[src/rtl/anspwm_pkg.sv]
// Shared types and limits for the ANS-PWM residual stage.
package anspwm_pkg;

   localparam int unsigned DELAY_MAX = 8;
   localparam int unsigned MAG_W_MAX = 64;

   typedef enum logic [1:0] {
      ORDER_1 = 2'd1,
      ORDER_2 = 2'd2
   } order_e;

   typedef struct packed {
      logic                 sgn;
      logic [MAG_W_MAX-1:0] mag;
   } sgnmag_t;

endpackage

[src/rtl/anspwm_delay_line.sv]
// Fixed-depth delay line carrying magnitude, sign and valid; each entry holds
// its data while the valid feeding it is low. DEPTH=0 is a plain wire.
module anspwm_delay_line
   import anspwm_pkg::*;
#(
   parameter int unsigned WIDTH = 16,
   parameter int unsigned DEPTH = 1
) (
   input  logic             i_clk,
   input  logic             i_rst,
   input  logic [WIDTH-1:0] i_data,
   input  logic             i_sgn,
   input  logic             i_vld,
   output logic [WIDTH-1:0] o_data,
   output logic             o_sgn,
   output logic             o_vld
);

   generate
      if (DEPTH > DELAY_MAX) begin : g_bad_depth
         $fatal(1, "anspwm_delay_line: DEPTH exceeds DELAY_MAX");
      end

      if (DEPTH == 0) begin : g_wire
         assign o_data = i_data;
         assign o_sgn  = i_sgn;
         assign o_vld  = i_vld;
      end else begin : g_pipe
         logic [WIDTH-1:0] r_data [DEPTH];
         logic             r_sgn  [DEPTH];
         logic             r_vld  [DEPTH];

         always_ff @(posedge i_clk) begin
            if (i_rst) begin
               for (int unsigned k = 0; k < DEPTH; k++) begin
                  r_data[k] <= '0;
                  r_sgn[k]  <= 1'b0;
                  r_vld[k]  <= 1'b0;
               end
            end else begin
               r_vld[0] <= i_vld;
               if (i_vld) begin
                  r_data[0] <= i_data;
                  r_sgn[0]  <= i_sgn;
               end
               for (int unsigned k = 1; k < DEPTH; k++) begin
                  r_vld[k] <= r_vld[k-1];
                  if (r_vld[k-1]) begin
                     r_data[k] <= r_data[k-1];
                     r_sgn[k]  <= r_sgn[k-1];
                  end
               end
            end
         end

         assign o_data = r_data[DEPTH-1];
         assign o_sgn  = r_sgn[DEPTH-1];
         assign o_vld  = r_vld[DEPTH-1];
      end
   endgenerate

endmodule

[src/rtl/anspwm_stage_p.sv]
// ANS-PWM stage: quantise A, then delayed-difference of the residual as sign/magnitude.
// Define ANSPWM_SAT_EN to clamp the magnitude at 2^W-1 instead of wrapping.
module anspwm_stage_p
   import anspwm_pkg::*;
#(
   parameter int unsigned W     = 16,
   parameter int unsigned SHIFT = 8,
   parameter int unsigned ORDER = 2,
   parameter int unsigned DELAY = 1
) (
   input  logic           clk,
   input  logic           rst,
   input  logic           in_valid,
   input  logic [W-1:0]   A,
   output logic [W-1:0]   quant,
   output logic [2*W-1:0] nxt_tgt,
   output logic           nxt_valid,
   output logic [W-1:0]   C,
   output logic           Csgn,
   output logic           out_valid
);

   localparam int unsigned   DW      = W + 3;
   localparam logic [W-1:0]  LO_MASK = {W{1'b1}} >> (W - SHIFT);

   generate
      if (ORDER != 32'(ORDER_1) && ORDER != 32'(ORDER_2)) begin : g_bad_order
         $fatal(1, "anspwm_stage_p: ORDER must be 1 or 2");
      end
      if (SHIFT < 1 || SHIFT > W) begin : g_bad_shift
         $fatal(1, "anspwm_stage_p: SHIFT must be in 1..W");
      end
      if (DELAY > DELAY_MAX) begin : g_bad_delay
         $fatal(1, "anspwm_stage_p: DELAY exceeds DELAY_MAX");
      end
      if (W > MAG_W_MAX) begin : g_bad_width
         $fatal(1, "anspwm_stage_p: W exceeds MAG_W_MAX");
      end
   endgenerate

   // quantise stage
   logic [W-1:0] r_quant;
   logic [W-1:0] r_res;
   logic         r_nv;

   always_ff @(posedge clk) begin
      if (rst) begin
         r_quant <= '0;
         r_res   <= '0;
         r_nv    <= 1'b0;
      end else begin
         r_nv <= in_valid;
         if (in_valid) begin
            r_quant <= A & ~LO_MASK;
            r_res   <= A & LO_MASK;
         end
      end
   end

   assign quant     = r_quant;
   assign nxt_tgt   = {{W{1'b0}}, r_res};
   assign nxt_valid = r_nv;

   // difference stage; W+3 signed bits cover +/-2*(2^W-1) without overflow
   logic [W-1:0]          r_h1;
   logic [W-1:0]          r_h2;
   logic signed [DW-1:0]  w_r0;
   logic signed [DW-1:0]  w_r1;
   logic signed [DW-1:0]  w_r2;
   logic signed [DW-1:0]  w_d;
   logic                  w_neg;
   logic [DW-1:0]         w_abs;
   logic [W-1:0]          w_mag;

   assign w_r0  = signed'(DW'(r_res));
   assign w_r1  = signed'(DW'(r_h1));
   assign w_r2  = signed'(DW'(r_h2));
   assign w_d   = (ORDER == 32'(ORDER_1)) ? (w_r0 - w_r1) : (w_r0 - (w_r1 <<< 1) + w_r2);
   assign w_neg = w_d[DW-1];
   assign w_abs = w_neg ? unsigned'(-w_d) : unsigned'(w_d);

`ifdef ANSPWM_SAT_EN
   assign w_mag = (|w_abs[DW-1:W]) ? {W{1'b1}} : w_abs[W-1:0];
`else
   logic w_unused_abs;
   assign w_mag        = w_abs[W-1:0];
   assign w_unused_abs = |w_abs[DW-1:W];
`endif

   sgnmag_t r_diff;
   logic    r_dv;

   always_ff @(posedge clk) begin
      if (rst) begin
         r_diff <= '0;
         r_dv   <= 1'b0;
         r_h1   <= '0;
         r_h2   <= '0;
      end else begin
         r_dv <= r_nv;
         if (r_nv) begin
            r_diff.sgn <= w_neg;
            r_diff.mag <= MAG_W_MAX'(w_mag);
            r_h1       <= r_res;
            r_h2       <= r_h1;
         end
      end
   end

   generate
      if (W < MAG_W_MAX) begin : g_hi
         logic w_unused_hi;
         assign w_unused_hi = |r_diff.mag[MAG_W_MAX-1:W];
      end
   endgenerate

   anspwm_delay_line #(
      .WIDTH (W),
      .DEPTH (DELAY)
   ) u_dly (
      .i_clk  (clk),
      .i_rst  (rst),
      .i_data (r_diff.mag[W-1:0]),
      .i_sgn  (r_diff.sgn),
      .i_vld  (r_dv),
      .o_data (C),
      .o_sgn  (Csgn),
      .o_vld  (out_valid)
   );

endmodule

[config.mk]
export PLATFORM = sky130hd
export DESIGN_NAME = anspwm_stage_p
export DESIGN_NICKNAME = d
export VERILOG_FILES = /design/src/rtl/anspwm_pkg.sv /design/src/rtl/anspwm_delay_line.sv /design/src/rtl/anspwm_stage_p.sv
export SDC_FILE = /design/constraint.sdc
export NUM_CORES = 1
export LEC_CHECK = 0
export CAP_MARGIN = 40
export CORE_AREA = 8 8 136 75
export CTS_CLUSTER_SIZE = 24
export DETAILED_ROUTE_END_ITERATION = 16
export DIE_AREA = 0 0 144 83
export GPL_TIMING_DRIVEN = 0
export PLACE_DENSITY = 0.82
export SETUP_SLACK_MARGIN = 0.5
export SLEW_MARGIN = 20
export SYNTH_ARGS = -nofsm -noshare
export SYNTH_HDL_FRONTEND = slang
export SYNTH_HIERARCHICAL = 1
export SYNTH_SLANG_ARGS = --single-unit
[constraint.sdc]
create_clock -name clk -period 4.2 [get_ports clk]
set_input_delay 0.63 -clock clk [delete_from_list [all_inputs] [get_ports clk]]
set_output_delay 0.63 -clock clk [all_outputs]
set_load 0.05 [all_outputs]
# Word-level counts from Yosys, hierarchy flattened
# Memories as Yosys holds them, arrays and structs flattened.
# Index checks and enable logic that the tools add are counted.
# Widths: inputs -> output; s select.
# totals
ff_bits	51
elab_cells	30
in_bits	19
output_inout_bits	67
mem_bits_rw	18
mem_count	3
# op_classes
n_addsub	3
reduce_logical	3
muxes	13
# memory_table
name	words	width	read_ports	rd_clocked_by_memory_dff	write_ports	line_no	text
u_dly.g_pipe.r_data	1	16	1	0	1	anspwm_delay_line.sv:29	logic [WIDTH-1:0] r_data [DEPTH];
u_dly.g_pipe.r_sgn	1	1	1	0	1	anspwm_delay_line.sv:30	logic r_sgn [DEPTH];
u_dly.g_pipe.r_vld	1	1	1	0	1	anspwm_delay_line.sv:31	logic r_vld [DEPTH];
# op_table
operator	n
$mux 16	2
$neg 11->16	1
$reduce_or 16->1	1
$add 10x9->11	1
$mux 1	11
$sub 8x9->10	1
$reduce_or 1->1	2

# Depth between registers and ports, before layout
# Gate-level depths: netlist of run 1.
# depth
word_depth	5
ltp_mapped	16
depth_no_buf	15

# Modules after synthesis
# The synthesis of run 1 kept the hierarchy.
# by_module_without_submodules
module	cells_each	seq_area_each_um2	n_inst	area_per_inst_um2
anspwm_stage_p	332	1021.0	1	2950.3
anspwm_delay_line	39	530.5	1	724.4

# Worst setup path after synthesis of run 1
# No wires, ideal clock.
# synth_path
kind	register to register
startpoint	register r_res[1]
endpoint	register r_diff[8] (netlist name)
setup_time_ns	0.120
path_slack_ns	0.604
path_buffers	0
synth_period_minus_slack_ns	3.596
path_stages_with_launch	15
t_arrival_ns	3.476
required_time_ns	4.080
cell_sequence	dfxtp_1 > inv_1 > ha_1 > fa_1 > nor2b_1 > o31a_1 > o21a_1 > nor2_1 > xnor2_1 > ha_1 > or4_1 > o211ai_1 > o41ai_1 > and3_1 > o31a_1
# synth_between
elab_chain_len	4
# synth_lines
element	line_no	text
from (decl)	anspwm_stage_p.sv:43	logic [W-1:0] r_res;
from (signal assigned)	anspwm_stage_p.sv:55	r_res <= A & LO_MASK;
$sub 8x9->10 *	anspwm_stage_p.sv:78	assign w_d = (ORDER == 32'(ORDER_1)) ? (w_r0 - w_r1) : (w_r0 - (w_r1 <<< 1) + w_r2);
$add 10x9->11 *	anspwm_stage_p.sv:78	
$neg 11->16	anspwm_stage_p.sv:80	assign w_abs = w_neg ? unsigned'(-w_d) : unsigned'(w_d);
$mux 16 *	anspwm_stage_p.sv:80	
to (decl)	anspwm_stage_p.sv:90	sgnmag_t r_diff;
# Mark *: on every way between the ends. The rest lies on a longest branch, timed or not.
# A chain may end at the register's enable or synchronous reset.

# Final worst setup path of run 1
# layout_path
startpoint	register r_h1[2]
endpoint	register r_diff[8] (netlist name)
# layout_between
elab_chain_len	4
# layout_lines
element	line_no	text
from (decl)	anspwm_stage_p.sv:65	logic [W-1:0] r_h1;
from (signal assigned)	anspwm_stage_p.sv:104	r_h1 <= r_res;
$sub 8x9->10 *	anspwm_stage_p.sv:78	
$add 10x9->11 *	anspwm_stage_p.sv:78	
$neg 11->16	anspwm_stage_p.sv:80	
$mux 16 *	anspwm_stage_p.sv:80	
# Marks and branches as above.

==> results of run 1 <==
==> timing repair <==
action,4_1_cts,5_1_grt
gates resized for setup,0,7
setup endpoints to repair,0,7
buffers inserted,0,3
==> area by class of cell <==
type / instances / area (um2) / share of cell area
clock buffers: 9 / 225 / 0.0471
plain buffers: 47 / 320 / 0.0670
flip-flops and latches: 69 / 1550 / 0.325
inverters: 20 / 75.1 / 0.0157
well taps: 117 / 146 / 0.0306
repair buffers: 56 / 554 / 0.116
clock inverters: 7 / 48.8 / 0.0102
multi-input cells: 266 / 1860 / 0.389
==> critical path, delay by kind of cell, from the launching register on <==
kind                     cells  cell delay, ns
XOR/XNOR                     1            0.08
AND/OR/NAND/NOR              4            0.45
adder cells (fa/ha/maj)      2            0.63
flip-flops                   1            0.36
buffers and inverters        2            0.27
AO/OA/AOI/OAI                6            1.60
==> sequential cells by signal, indices dropped and copies added, names as in the netlist <==
signal,cells
u_dly/g_pipe.r_data,16
r_h2,8
r_dv,1
r_res,8
u_dly/g_pipe.r_vld,1
nxt_valid,1
u_dly/g_pipe.r_sgn,1
quant,8
r_h1,8
r_diff,17
==> metrics by stage <==
step | worst slack, ns | utilization | cells
after floorplan | 0.604 | - | 402
after global placement | 0.692 | 0.536 | 571
after detailed placement | 0.604 | 0.536 | 571
after CTS | 0.562 | 0.569 | 587
after global routing | 0.502 | 0.575 | 591
final | 0.702 | 0.575 | 591
==> metal layers <==
metal,GRT usage,vias to the layer above
met5,0,-
met4,0.0436,0
met3,0.0622,2
met2,0.200,87
met1,0.187,1298
li1,-,1451
==> Yosys cell counts, types with 4 or more instances <==
| cell type | n |
|---|---|
| clkbuf_1 | 11 |
| dfxtp_1 | 52 |
| inv_1 | 20 |
| and2_1 | 6 |
| nand2b_1 | 4 |
| o211ai_1 | 4 |
| nand2_1 | 6 |
| and3b_2 | 8 |
| ha_1 | 16 |
| a311oi_1 | 4 |
| buf_4 | 32 |
| a211oi_1 | 4 |
| nor2_1 | 56 |
| o21a_1 | 5 |
| xnor2_1 | 6 |
| o21ai_0 | 8 |
| and3b_1 | 10 |
| or3_1 | 6 |
| nor3_1 | 6 |
| nor2b_1 | 4 |
| edfxtp_1 | 17 |
| a21oi_1 | 7 |
| mux2i_1 | 35 |
==> report_power, final <==
| group | switching, mW | total [mW] | internal, mW |
|---|---|---|---|
| sequential | 0.0178 | 0.729 | 0.711 |
| combinational | 0.312 | 0.496 | 0.184 |
| clock | 0.291 | 0.691 | 0.401 |
| total | 0.621 | 1.92 | 1.30 |
==> cell families after synthesis <==
group | share of synthesized area
muxes | 0.0953
buffers and inverters | 0.107
other | 0.00102
adders and majority gates | 0.0654
DFF | 0.422
xor gates and xnor gates | 0.0167
and+or+nand+nor | 0.171
AOI/OAI and AO/OA | 0.121
==> final timing paths <==
kind,to,depth (start not counted)
max,r_diff[8]$_SDFFE_PP0P_,15
min,r_diff[14]$_SDFFE_PP0P_,1
max reg2reg,r_diff[8]$_SDFFE_PP0P_,15
min reg2reg,r_diff[14]$_SDFFE_PP0P_,1
==> load_flow_metrics.sql, run 1 <==
INSERT INTO impl_metrics (metric_group, metric, value, unit) VALUES
('die', 'die_width', '144', 'um'),
('clock_network', 'postCtsHoldBufs', '0', ''),
('setup_path', 'critical_path.max_stage_delay', '0.51', 'ns'),
('setup_path', 'critPathCaptureType', 'flip-flop', ''),
('power_and_ir_drop', 'power.total', '1.92', 'mW'),
('final_layout', 'nets', '506', ''),
('detailed_routing', 'route.met2.wl', '3.60', 'mm'),
('die', 'fp.dieArea', '0.0120', 'mm2'),
('clock_network', 'root_buffer', 'clkbuf_16', ''),
('placed_design', 'dp_hpwl', '6.43', 'mm'),
('sta', 'finalHoldViolations', '0', ''),
('setup_path', 'crit_path_start_kind', 'flip-flop', ''),
('detailed_routing', 'wire_per_inst', '14.0', 'um'),
('global_routing', 'initial_antenna_violation_count', '0', ''),
('sta', 'timing_max_transition_violations_final', '0', ''),
('final_layout', 'postLayoutCellArea', '0.00478', 'mm2'),
('logic_synthesis', 'synthesis.area', '0.00367', 'mm2'),
('die', 'ioPinCount', '86', ''),
('sta', 'fin_worst_hold_slack', '0.456', 'ns'),
('global_routing', 'first_global_vias', '2645', ''),
('global_routing', 'grt_start_max_net_pins', '18', ''),
('final_layout', 'n_antenna_cell', '0', ''),
('setup_path', 'crit_fanout', '9', ''),
('sta', 'setup_violations', '0', ''),
('setup_path', 'reg2reg_setup_slack', '0.70', 'ns'),
('final_layout', 'most_common_cell_after_layout_fill_and_taps_aside', 'nor2_1', ''),
('logic_synthesis', 'synth_seq_area_share', '0.422', ''),
('clock_network', 'cts-htree-levels', '3', ''),
('detailed_routing', 'drt_wl_total', '8.30', 'mm'),
('setup_path', 'critical_path_required', '4.42', 'ns'),
('logic_synthesis', 'avg_inst_size_synth', '9.91', 'um2'),
('sta', 'rsz0062_at_grt', 'no', ''),
('sta', 'setup_total_negative_slack', '0', 'ns'),
('global_routing', 'wire_length_of_the_first_global_routing_pass', '13.4', 'mm'),
('sta', 'worst-slew-pin-transition', '0.755', 'ns'),
('clock_network', 'cts_sinks', '69', ''),
('power_and_ir_drop', 'cellPowerDensity', '401', 'mW/mm2'),
('logic_synthesis', 'ys_top_cells_by_area', 'dfxtp_1 (28%), edfxtp_1 (14%), mux2i_1 (9.5%)', ''),
('clock_network', 'clk_pin_slew', '0.06', 'ns'),
('logic_synthesis', 'asr_flop_ratio_synth', '0', ''),
('clock_network', 'cts_buffers', '9', ''),
('sta', 'fin_skew', '0.00718', 'ns'),
('setup_path', 'path_cells', 'inv_1 > ha_1 > o211ai_1 > a21o_1 > nand2_1 > nor2_1 > xnor2_1 > ha_1 > clkbuf_2 > and3b_1 > a221oi_1 > o2111ai_1 > o41ai_1 > nor2_1 > o31a_1', ''),
('placed_design', 'postPlaceCellArea', '0.00446', 'mm2'),
('detailed_routing', 'via_per_inst', '4.80', ''),
('die', 'start_util', '0.442', ''),
('clock_network', 'clock_tree.buffer_depth', '2', ''),
('logic_synthesis', 'yosysUniqueCellTypes', '53', ''),
('detailed_routing', 'dr_total_vias', '2838', ''),
('run', 'timing.max_cap.violations', '0', ''),
('sta', 'max_clock_freq', '286', 'MHz'),
('setup_path', 'r2r-start', 'r_h1[2]$_SDFFE_PP0P_', ''),
('clock_network', 'clock_latency', '0.33', 'ns'),
('outcome', 'run_status', 'finished, final reports clean', ''),
('power_and_ir_drop', 'worst_case_vdd_ir_drop', '0.190', 'mV'),
('setup_path', 'timing.critical_path.slowest_stage_cell', 'o41ai_1', ''),
('global_routing', 'grt.overflow.total', '0', ''),
('detailed_routing', 'drcViolationCount', '0', ''),
('detailed_routing', 'route.met3.wl', '738', 'um'),
('sta', 'finalCritPeriodShare', '0.833', ''),
('detailed_routing', 'drt-met1-wl', '3.96', 'mm'),
('logic_synthesis', 'synth_seq_cells', '69', ''),
('detailed_routing', 'ant_nets', '0', ''),
('sta', 'min_period', '3.50', 'ns'),
('setup_path', 'timing.setup.critical_path_class', 'reg -> reg', ''),
('die', 'chipHeight', '83', 'um'),
('logic_synthesis', 'synth-edff-count', '17', ''),
('placed_design', 'finalWeightedCongestion', '0.869', ''),
('clock_network', 'cts_tree', 'done', ''),
('final_layout', 'final_layout_size_suffix_gt1_frac', '0.156', ''),
('setup_path', 'critPathLaunch', 'r_h1[2]$_SDFFE_PP0P_', '');
(Power assumes the default switching activity.)
==> run 2, diff against run 1 <==
--- a/config.mk
+++ b/config.mk
@@ -6,12 +6,12 @@
 export NUM_CORES = 1
 export LEC_CHECK = 0
 export CAP_MARGIN = 40
-export CORE_AREA = 8 8 136 75
+export CORE_AREA = 8 8 137 75
 export CTS_CLUSTER_SIZE = 24
 export DETAILED_ROUTE_END_ITERATION = 16
-export DIE_AREA = 0 0 144 83
+export DIE_AREA = 0 0 145 83
 export GPL_TIMING_DRIVEN = 0
-export PLACE_DENSITY = 0.82
+export PLACE_DENSITY = 0.84
 export SETUP_SLACK_MARGIN = 0.5
 export SLEW_MARGIN = 20
 export SYNTH_ARGS = -nofsm -noshare
==> constraint.sdc (replaced) <==
create_clock -name clk -period 3.1 [get_ports clk]
set_input_delay 0.465 -clock clk [delete_from_list [all_inputs] [get_ports clk]]
set_output_delay 0.465 -clock clk [all_outputs]
set_load 0.05 [all_outputs]
==> run 2 against run 1 <==
Wire length is 7.6% higher. Critical path type unchanged. Clock-buffer cell count up 1. Flip-flop and latch count is the same. The flow now finishes with violations (negative setup slack). Largest cell class unchanged. Clock power rose by 43%. Cell count grew 2.0%. First-iteration DRC count rose by 26%. Design area increased by 4.8%. Worst setup slack lost 0.89 ns. Combinational power increased by 55%. Largest power group unchanged. Critical path depth shrank 1. Sequential share of layout area shrank 1.2 points. Power up 43%.
==> load_flow_metrics.sql, run 2 (same netlist as run 1, synthesis figures left out) <==
INSERT INTO impl_metrics (metric_group, metric, value, unit) VALUES
('final_layout', 'fill_cells', '695', ''),
('setup_path', 'critPathCaptureType', 'flip-flop', ''),
('clock_network', 'clock_tree.buffer_depth', '2', ''),
('global_routing', 'gr-usage-all-layers', '0.146', ''),
('final_layout', 'largest_register_ff_count', '17', ''),
('global_routing', 'wire_length_of_the_first_global_routing_pass', '14.5', 'mm'),
('hold_path', 'worst_hold_path.endpoint', 'r_diff[13]$_SDFFE_PP0P_', ''),
('sta', 'worst-slew-pin-transition', '0.814', 'ns'),
('final_layout', 'ff_latch_area', '0.00157', 'mm2'),
('power_and_ir_drop', 'power_leakage', '2.19', 'nW'),
('setup_path', 'crit_path_start_kind', 'flip-flop', ''),
('power_and_ir_drop', 'intPower', '1.89', 'mW'),
('sta', 'fin_worst_hold_slack', '0.449', 'ns'),
('setup_path', 'critical_path_required', '3.35', 'ns'),
('clock_network', 'root_buffer', 'clkbuf_16', ''),
('clock_network', 'cts-htree-levels', '3', ''),
('sta', 'rsz0062_at_grt', 'yes', ''),
('detailed_routing', 'via_per_inst', '4.90', ''),
('power_and_ir_drop', 'power.total', '2.75', 'mW'),
('clock_network', 'postCtsHoldBufs', '0', ''),
('final_layout', 'area_growth_syn_to_layout', '36.4', '%'),
('sta', 'finalHoldViolations', '0', ''),
('sta', 'timing.final.ws_setup', '-0.187', 'ns'),
('global_routing', 'initial_antenna_violation_count', '0', ''),
('run', 'timing.max_cap.violations', '0', ''),
('final_layout', 'most_common_cell_after_layout_fill_and_taps_aside', 'nor2_1', ''),
('clock_network', 'clk_pin_slew', '0.05', 'ns'),
('sta', 'min_period', '3.29', 'ns'),
('die', 'chipHeight', '83', 'um'),
('power_and_ir_drop', 'cellPowerDensity', '549', 'mW/mm2'),
('clock_network', 'clock_latency', '0.33', 'ns'),
('sta', 'setup_violations', '9', ''),
('placed_design', 'port-buffer-count', '52', ''),
('global_routing', 'first_global_vias', '2874', ''),
('setup_path', 'r2r_end', 'r_diff[5]$_SDFFE_PP0P_', ''),
('detailed_routing', 'dr_total_vias', '2955', ''),
('clock_network', 'cts_tree', 'done', ''),
('final_layout', 'layout.cells.most_common_list', 'nor2_1 (55), clkdlybuf4s50_1 (52), buf_4 (48)', ''),
('global_routing', 'grt_start_max_net_pins', '18', ''),
('placed_design', 'finalWeightedCongestion', '0.863', ''),
('sta', 'max_slew_margin', '0.457', ''),
('sta', 'finalCritPeriodShare', '1.06', ''),
('detailed_routing', 'wire_per_inst', '14.8', 'um'),
('sta', 'fin_skew', '0.00499', 'ns'),
('die', 'ioPinCount', '86', ''),
('detailed_routing', 'drcViolationCount', '0', ''),
('detailed_routing', 'ant_nets', '0', ''),
('die', 'core_area', '0.00838', 'mm2'),
('final_layout', 'postLayoutCellArea', '0.00501', 'mm2'),
('setup_path', 'crit_arrival', '3.53', 'ns'),
('hold_path', 'classification_of_the_worst_slack_hold_path', 'reg -> reg', ''),
('final_layout', 'final_layout_size_suffix_gt1_frac', '0.216', ''),
('final_layout', 'n_antenna_cell', '0', ''),
('sta', 'max_clock_freq', '304', 'MHz'),
('power_and_ir_drop', 'power.net_switching', '0.859', 'mW'),
('global_routing', 'grt.overflow.total', '0', ''),
('hold_path', 'worst_hold_startpoint', 'r_diff[13]$_SDFFE_PP0P_', ''),
('placed_design', 'dp_hpwl', '6.57', 'mm'),
('outcome', 'run_status', 'finished, violations left', ''),
('final_layout', 'register_with_the_most_flip_flops', 'r_diff', ''),
('outcome', 'failed_checks', 'negative setup slack', ''),
('detailed_routing', 'drtPass1Iterations', '6', ''),
('setup_path', 'r2r-start', 'r_h1[1]$_SDFFE_PP0P_', ''),
('power_and_ir_drop', 'netSwitchingFraction', '0.312', ''),
('detailed_routing', 'detailed_route_iter0_violations', '212', ''),
('sta', 'timing_max_transition_violations_final', '0', ''),
('power_and_ir_drop', 'seq_power_share', '0.360', ''),
('setup_path', 'timing.setup.critical_path_class', 'reg -> reg', ''),
('hold_path', 'hold_path_depth', '1', ''),
('final_layout', 'nets', '518', ''),
('final_layout', 'fin_cells', '603', ''),
('clock_network', 'cts_sinks', '69', ''),
('setup_path', 'reg2reg_setup_slack', '-0.19', 'ns'),
('detailed_routing', 'drt_wl_total', '8.94', 'mm'),
('power_and_ir_drop', 'worst_case_vdd_ir_drop', '0.266', 'mV'),
('setup_path', 'crit_fanout', '5', ''),
('power_and_ir_drop', 'power.clock.fraction', '0.359', ''),
('final_layout', 'final_core_utilization', '0.598', ''),
('die', 'start_util', '0.439', ''),
('final_layout', 'top_regs', 'r_diff x17, u_dly/g_pipe.r_data x16', ''),
('die', 'fp.dieArea', '0.0120', 'mm2'),
('die', 'die_width', '145', 'um'),
('placed_design', 'postPlaceCellArea', '0.00449', 'mm2'),
('placed_design', 'numPlacedInstances', '571', ''),
('power_and_ir_drop', 'power_frac_comb', '0.281', ''),
('die', 'rows', '24', ''),
('clock_network', 'cts_buffers', '9', ''),
('final_layout', 'multiInputGateArea', '0.00197', 'mm2'),
('setup_path', 'worstRegToRegCells', '14', '');
==> run 2: critical path: stages (launching register included) <==
cell	delay, ns
dfxtp_2	0.37
inv_1	0.06
ha_1	0.28
nand2b_1	0.12
nand2b_1	0.10
a21oi_2	0.20
xnor2_1	0.16
ha_1	0.33
and4_4	0.23
a211o_1	0.29
a41oi_2	0.23
o31ai_4	0.11
buf_6	0.16
or3_1	0.31
a311oi_2	0.26
==> run 2: how the worst max path moves through the flow <==
stage / start / endpoint / slack [ns] / cells after the start
2_1_floorplan: r_res[1]$_SDFFE_PP0P_ / r_diff[5]$_SDFFE_PP0P_ / -0.14 / 16
3_3_place_gp: r_h1[2]$_SDFFE_PP0P_ / r_diff[6]$_SDFFE_PP0P_ / -0.34 / 16
3_5_place_dp: r_h1[2]$_SDFFE_PP0P_ / r_diff[6]$_SDFFE_PP0P_ / -0.49 / 16
4_1_cts: r_res[1]$_SDFFE_PP0P_ / r_diff[8]$_SDFFE_PP0P_ / -0.09 / 14
5_1_grt: r_h1[4]$_SDFFE_PP0P_ / r_diff[8]$_SDFFE_PP0P_ / -0.32 / 15
6_report: r_h1[1]$_SDFFE_PP0P_ / r_diff[5]$_SDFFE_PP0P_ / -0.19 / 14
==> run 2: metrics by stage <==
stage	TNS [ns]	worst slack, ns
finish	-1.12	-0.187
detailed placement	-2.97	-0.488
CTS	-0.371	-0.0932
floorplan	-0.608	-0.137
global placement	-1.93	-0.340
global route	-2.64	-0.324
==> run 2: power by group through the flow <==
stage | Sequential, mW | Combinational [mW] | Clock, mW
floorplan | 1.09 | 0.421 | 0
global placement | 1.00 | 0.635 | 0
detailed placement | 1.01 | 0.655 | 0
CTS | 0.990 | 0.735 | 1.01
global route | 0.995 | 0.820 | 1.05
finish | 0.990 | 0.771 | 0.988
==> run 2: cell type report <==
class,count,area share
buffer,47,0.0644
clock buffer,10,0.0457
clock inverter,6,0.0127
inverter,20,0.0150
multi-input combinational,266,0.393
sequential,69,0.312
tap,117,0.0292
timing repair buffer,68,0.128
==> run 2: routing by layer <==
metal  up-vias  track usage  part of all wire
met4         0       0.0512             0.014
met1      1364        0.180              0.46
met2       101        0.228              0.45
li1       1473            -                 -
met5         -            0                 0
met3        17       0.0568             0.076
==> run 2: timing repair <==
action / CTS / global route
gates resized for setup: 14 / 7
endpoints found under the setup margin: 10 / 10
gates cloned: 1 / 0
pin swaps: 14 / 3
buffers inserted: 12 / 3
==> run 3, diff against run 2 <==
--- a/config.mk
+++ b/config.mk
@@ -6,12 +6,11 @@
 export NUM_CORES = 1
 export LEC_CHECK = 0
 export CAP_MARGIN = 40
-export CORE_AREA = 8 8 137 75
+export CORE_AREA = 8 8 136 75
 export CTS_CLUSTER_SIZE = 24
 export DETAILED_ROUTE_END_ITERATION = 16
-export DIE_AREA = 0 0 145 83
-export GPL_TIMING_DRIVEN = 0
-export PLACE_DENSITY = 0.84
+export DIE_AREA = 0 0 144 83
+export PLACE_DENSITY = 0.82
 export SETUP_SLACK_MARGIN = 0.5
 export SLEW_MARGIN = 20
 export SYNTH_ARGS = -nofsm -noshare
==> constraint.sdc (replaced) <==
create_clock -name clk -period 3.63 [get_ports clk]
set_input_delay 0.5445 -clock clk [delete_from_list [all_inputs] [get_ports clk]]
set_output_delay 0.5445 -clock clk [all_outputs]
set_load 0.05 [all_outputs]
==> run 3 against run 2 <==
The run now ends clean. Critical endpoint is now r_diff[9]$_SDFFE_PP0P_. Combinational power shrank 15%. Die area decreased by 0.69%. Clock-buffer cell count down 1. Global-route usage decreased by 0.089 points. Critical path depth up 2.
==> load_flow_metrics.sql, run 3 (same netlist as run 1, synthesis figures left out) <==
INSERT INTO impl_metrics (metric_group, metric, value, unit) VALUES
('setup_path', 'worstRegToRegCells', '16', ''),
('final_layout', 'largest_register_ff_count', '17', ''),
('sta', 'min_period', '3.28', 'ns'),
('sta', 'setup_violations', '0', ''),
('global_routing', 'grt_start_max_net_pins', '37', ''),
('clock_network', 'root_buffer', 'clkbuf_16', ''),
('die', 'die_width', '144', 'um'),
('final_layout', 'final_layout_size_suffix_gt1_frac', '0.191', ''),
('power_and_ir_drop', 'cellPowerDensity', '519', 'mW/mm2'),
('hold_path', 'hold_path_depth', '1', ''),
('detailed_routing', 'drt_wl_total', '8.70', 'mm'),
('global_routing', 'initial_antenna_violation_count', '0', ''),
('placed_design', 'dp_hpwl', '5.76', 'mm'),
('hold_path', 'classification_of_the_worst_slack_hold_path', 'reg -> reg', ''),
('setup_path', 'critical_path_required', '3.88', 'ns'),
('clock_network', 'cts_buffers', '9', ''),
('clock_network', 'clock_latency', '0.34', 'ns'),
('clock_network', 'clk_pin_slew', '0.06', 'ns'),
('clock_network', 'cts_sinks', '69', ''),
('final_layout', 'most_common_cell_after_layout_fill_and_taps_aside', 'nor2_1', ''),
('detailed_routing', 'ant_nets', '0', ''),
('sta', 'rsz0062_at_grt', 'yes', ''),
('power_and_ir_drop', 'worst_case_vdd_ir_drop', '0.450', 'mV'),
('final_layout', 'register_with_the_most_flip_flops', 'r_diff', ''),
('sta', 'worst-slew-pin-transition', '0.715', 'ns'),
('final_layout', 'nets', '477', ''),
('final_layout', 'final_core_utilization', '0.588', ''),
('sta', 'max_slew_margin', '0.524', ''),
('clock_network', 'cts_tree', 'done', ''),
('placed_design', 'port-buffer-count', '53', ''),
('die', 'start_util', '0.442', ''),
('sta', 'timing.final.ws_setup', '0.355', 'ns'),
('setup_path', 'crit_path_start_kind', 'flip-flop', ''),
('final_layout', 'n_antenna_cell', '0', ''),
('clock_network', 'postCtsHoldBufs', '0', ''),
('detailed_routing', 'drcViolationCount', '0', ''),
('placed_design', 'postPlaceCellArea', '0.00421', 'mm2'),
('global_routing', 'grt.overflow.total', '0', ''),
('setup_path', 'timing.setup.critical_path_class', 'reg -> reg', ''),
('detailed_routing', 'detailed_route_iter0_violations', '186', ''),
('global_routing', 'gr-usage-all-layers', '0.145', ''),
('power_and_ir_drop', 'power_leakage', '2.05', 'nW'),
('placed_design', 'numPlacedInstances', '528', ''),
('clock_network', 'clock_tree.buffer_depth', '2', ''),
('final_layout', 'top_regs', 'r_diff x17, u_dly/g_pipe.r_data x16', ''),
('run', 'timing.max_cap.violations', '0', ''),
('sta', 'timing_max_transition_violations_final', '0', ''),
('sta', 'max_clock_freq', '305', 'MHz'),
('die', 'chipHeight', '83', 'um'),
('sta', 'finalHoldViolations', '0', ''),
('sta', 'fin_skew', '0.00635', 'ns'),
('final_layout', 'layout.cells.most_common_list', 'nor2_1 (55), clkdlybuf4s50_1 (52), dfxtp_1 (44)', ''),
('detailed_routing', 'dr_total_vias', '2883', ''),
('die', 'fp.dieArea', '0.0120', 'mm2'),
('sta', 'finalCritPeriodShare', '0.902', ''),
('placed_design', 'finalWeightedCongestion', '0.836', ''),
('setup_path', 'crit_arrival', '3.53', 'ns'),
('die', 'core_area', '0.00832', 'mm2'),
('placed_design', 'dpl_worst_slack', '0.171', 'ns'),
('setup_path', 'crit_fanout', '3', ''),
('global_routing', 'first_global_vias', '2759', ''),
('detailed_routing', 'wire_per_inst', '15.5', 'um'),
('die', 'ioPinCount', '86', ''),
('clock_network', 'cts-htree-levels', '3', ''),
('final_layout', 'area_growth_syn_to_layout', '33.0', '%'),
('sta', 'setup_total_negative_slack', '0', 'ns'),
('final_layout', 'fin_cells', '562', ''),
('die', 'rows', '24', ''),
('global_routing', 'wire_length_of_the_first_global_routing_pass', '13.8', 'mm'),
('final_layout', 'postLayoutCellArea', '0.00489', 'mm2'),
('setup_path', 'critPathCaptureType', 'flip-flop', ''),
('detailed_routing', 'via_per_inst', '5.13', ''),
('outcome', 'run_status', 'finished, final reports clean', ''),
('detailed_routing', 'drtPass1Iterations', '5', '');
[run 3: worst paths after layout]
path | startpoint | to | slack (ns)
setup / recovery | r_res[1]$_SDFFE_PP0P_ | r_diff[9]$_SDFFE_PP0P_ | 0.35
hold / removal | r_diff[11]$_SDFFE_PP0P_ | r_diff[11]$_SDFFE_PP0P_ | 0.46
setup reg to reg | r_res[1]$_SDFFE_PP0P_ | r_diff[9]$_SDFFE_PP0P_ | 0.35
hold reg to reg | r_diff[11]$_SDFFE_PP0P_ | r_diff[11]$_SDFFE_PP0P_ | 0.46
[run 3: final cells by class]
| class | instances | area, um2 |
|---|---|---|
| flip-flops and latches | 69 | 1570 |
| clock inverters | 7 | 128 |
| multi-input cells | 267 | 2060 |
| well taps | 117 | 146 |
| fillers | 699 | 3430 |
| clock buffers | 9 | 225 |
| repair buffers | 73 | 684 |
| inverters | 20 | 75.1 |
[run 3: routing by layer]
layer | routed length [um] | vias up | GRT usage
met5 | 0 | - | 0
met4 | 159 | 0 | 0.0588
met3 | 731 | 21 | 0.0594
met2 | 3950 | 126 | 0.215
met1 | 3860 | 1343 | 0.183
li1 | - | 1393 | -
[run 3: report_power, final]
group | leakage (nW) | internal [mW] | switching, mW
Clock | 0.173 | 0.683 | 0.355
Sequential | 0.605 | 0.822 | 0.0218
Combinational | 1.28 | 0.249 | 0.405
Total | 2.05 | 1.75 | 0.782
[run 3: worst max-delay path: stages, from the launching register on]
cell      delay, ns
dfxtp_4        0.34
inv_2          0.04
ha_4           0.16
fa_2           0.37
nor2b_2        0.13
o31a_1         0.16
o21a_1         0.13
nor2_1         0.06
xnor2_1        0.13
ha_1           0.35
inv_2          0.08
a21oi_1        0.25
o211ai_1       0.21
buf_4          0.19
nor3_2         0.23
a41oi_1        0.15
a211oi_1       0.21
[run 3: through the flow]
step	power [mW]	hold WS [ns]
3_5_place_dp	1.38	0.439
3_3_place_gp	1.36	0.435
5_1_grt	2.65	0.475
4_1_cts	2.49	0.458
2_1_floorplan	1.29	0.421
6_report	2.54	0.456
[run 3: repair_timing]
item                                   in CTS  in global routing
endpoints found under the hold margin       0                  0
cloned                                      1                  0
pin swaps                                  12                  8
setup buffers                               9                  7
resized for setup                          20                 13
setup endpoints to repair                   9                 10
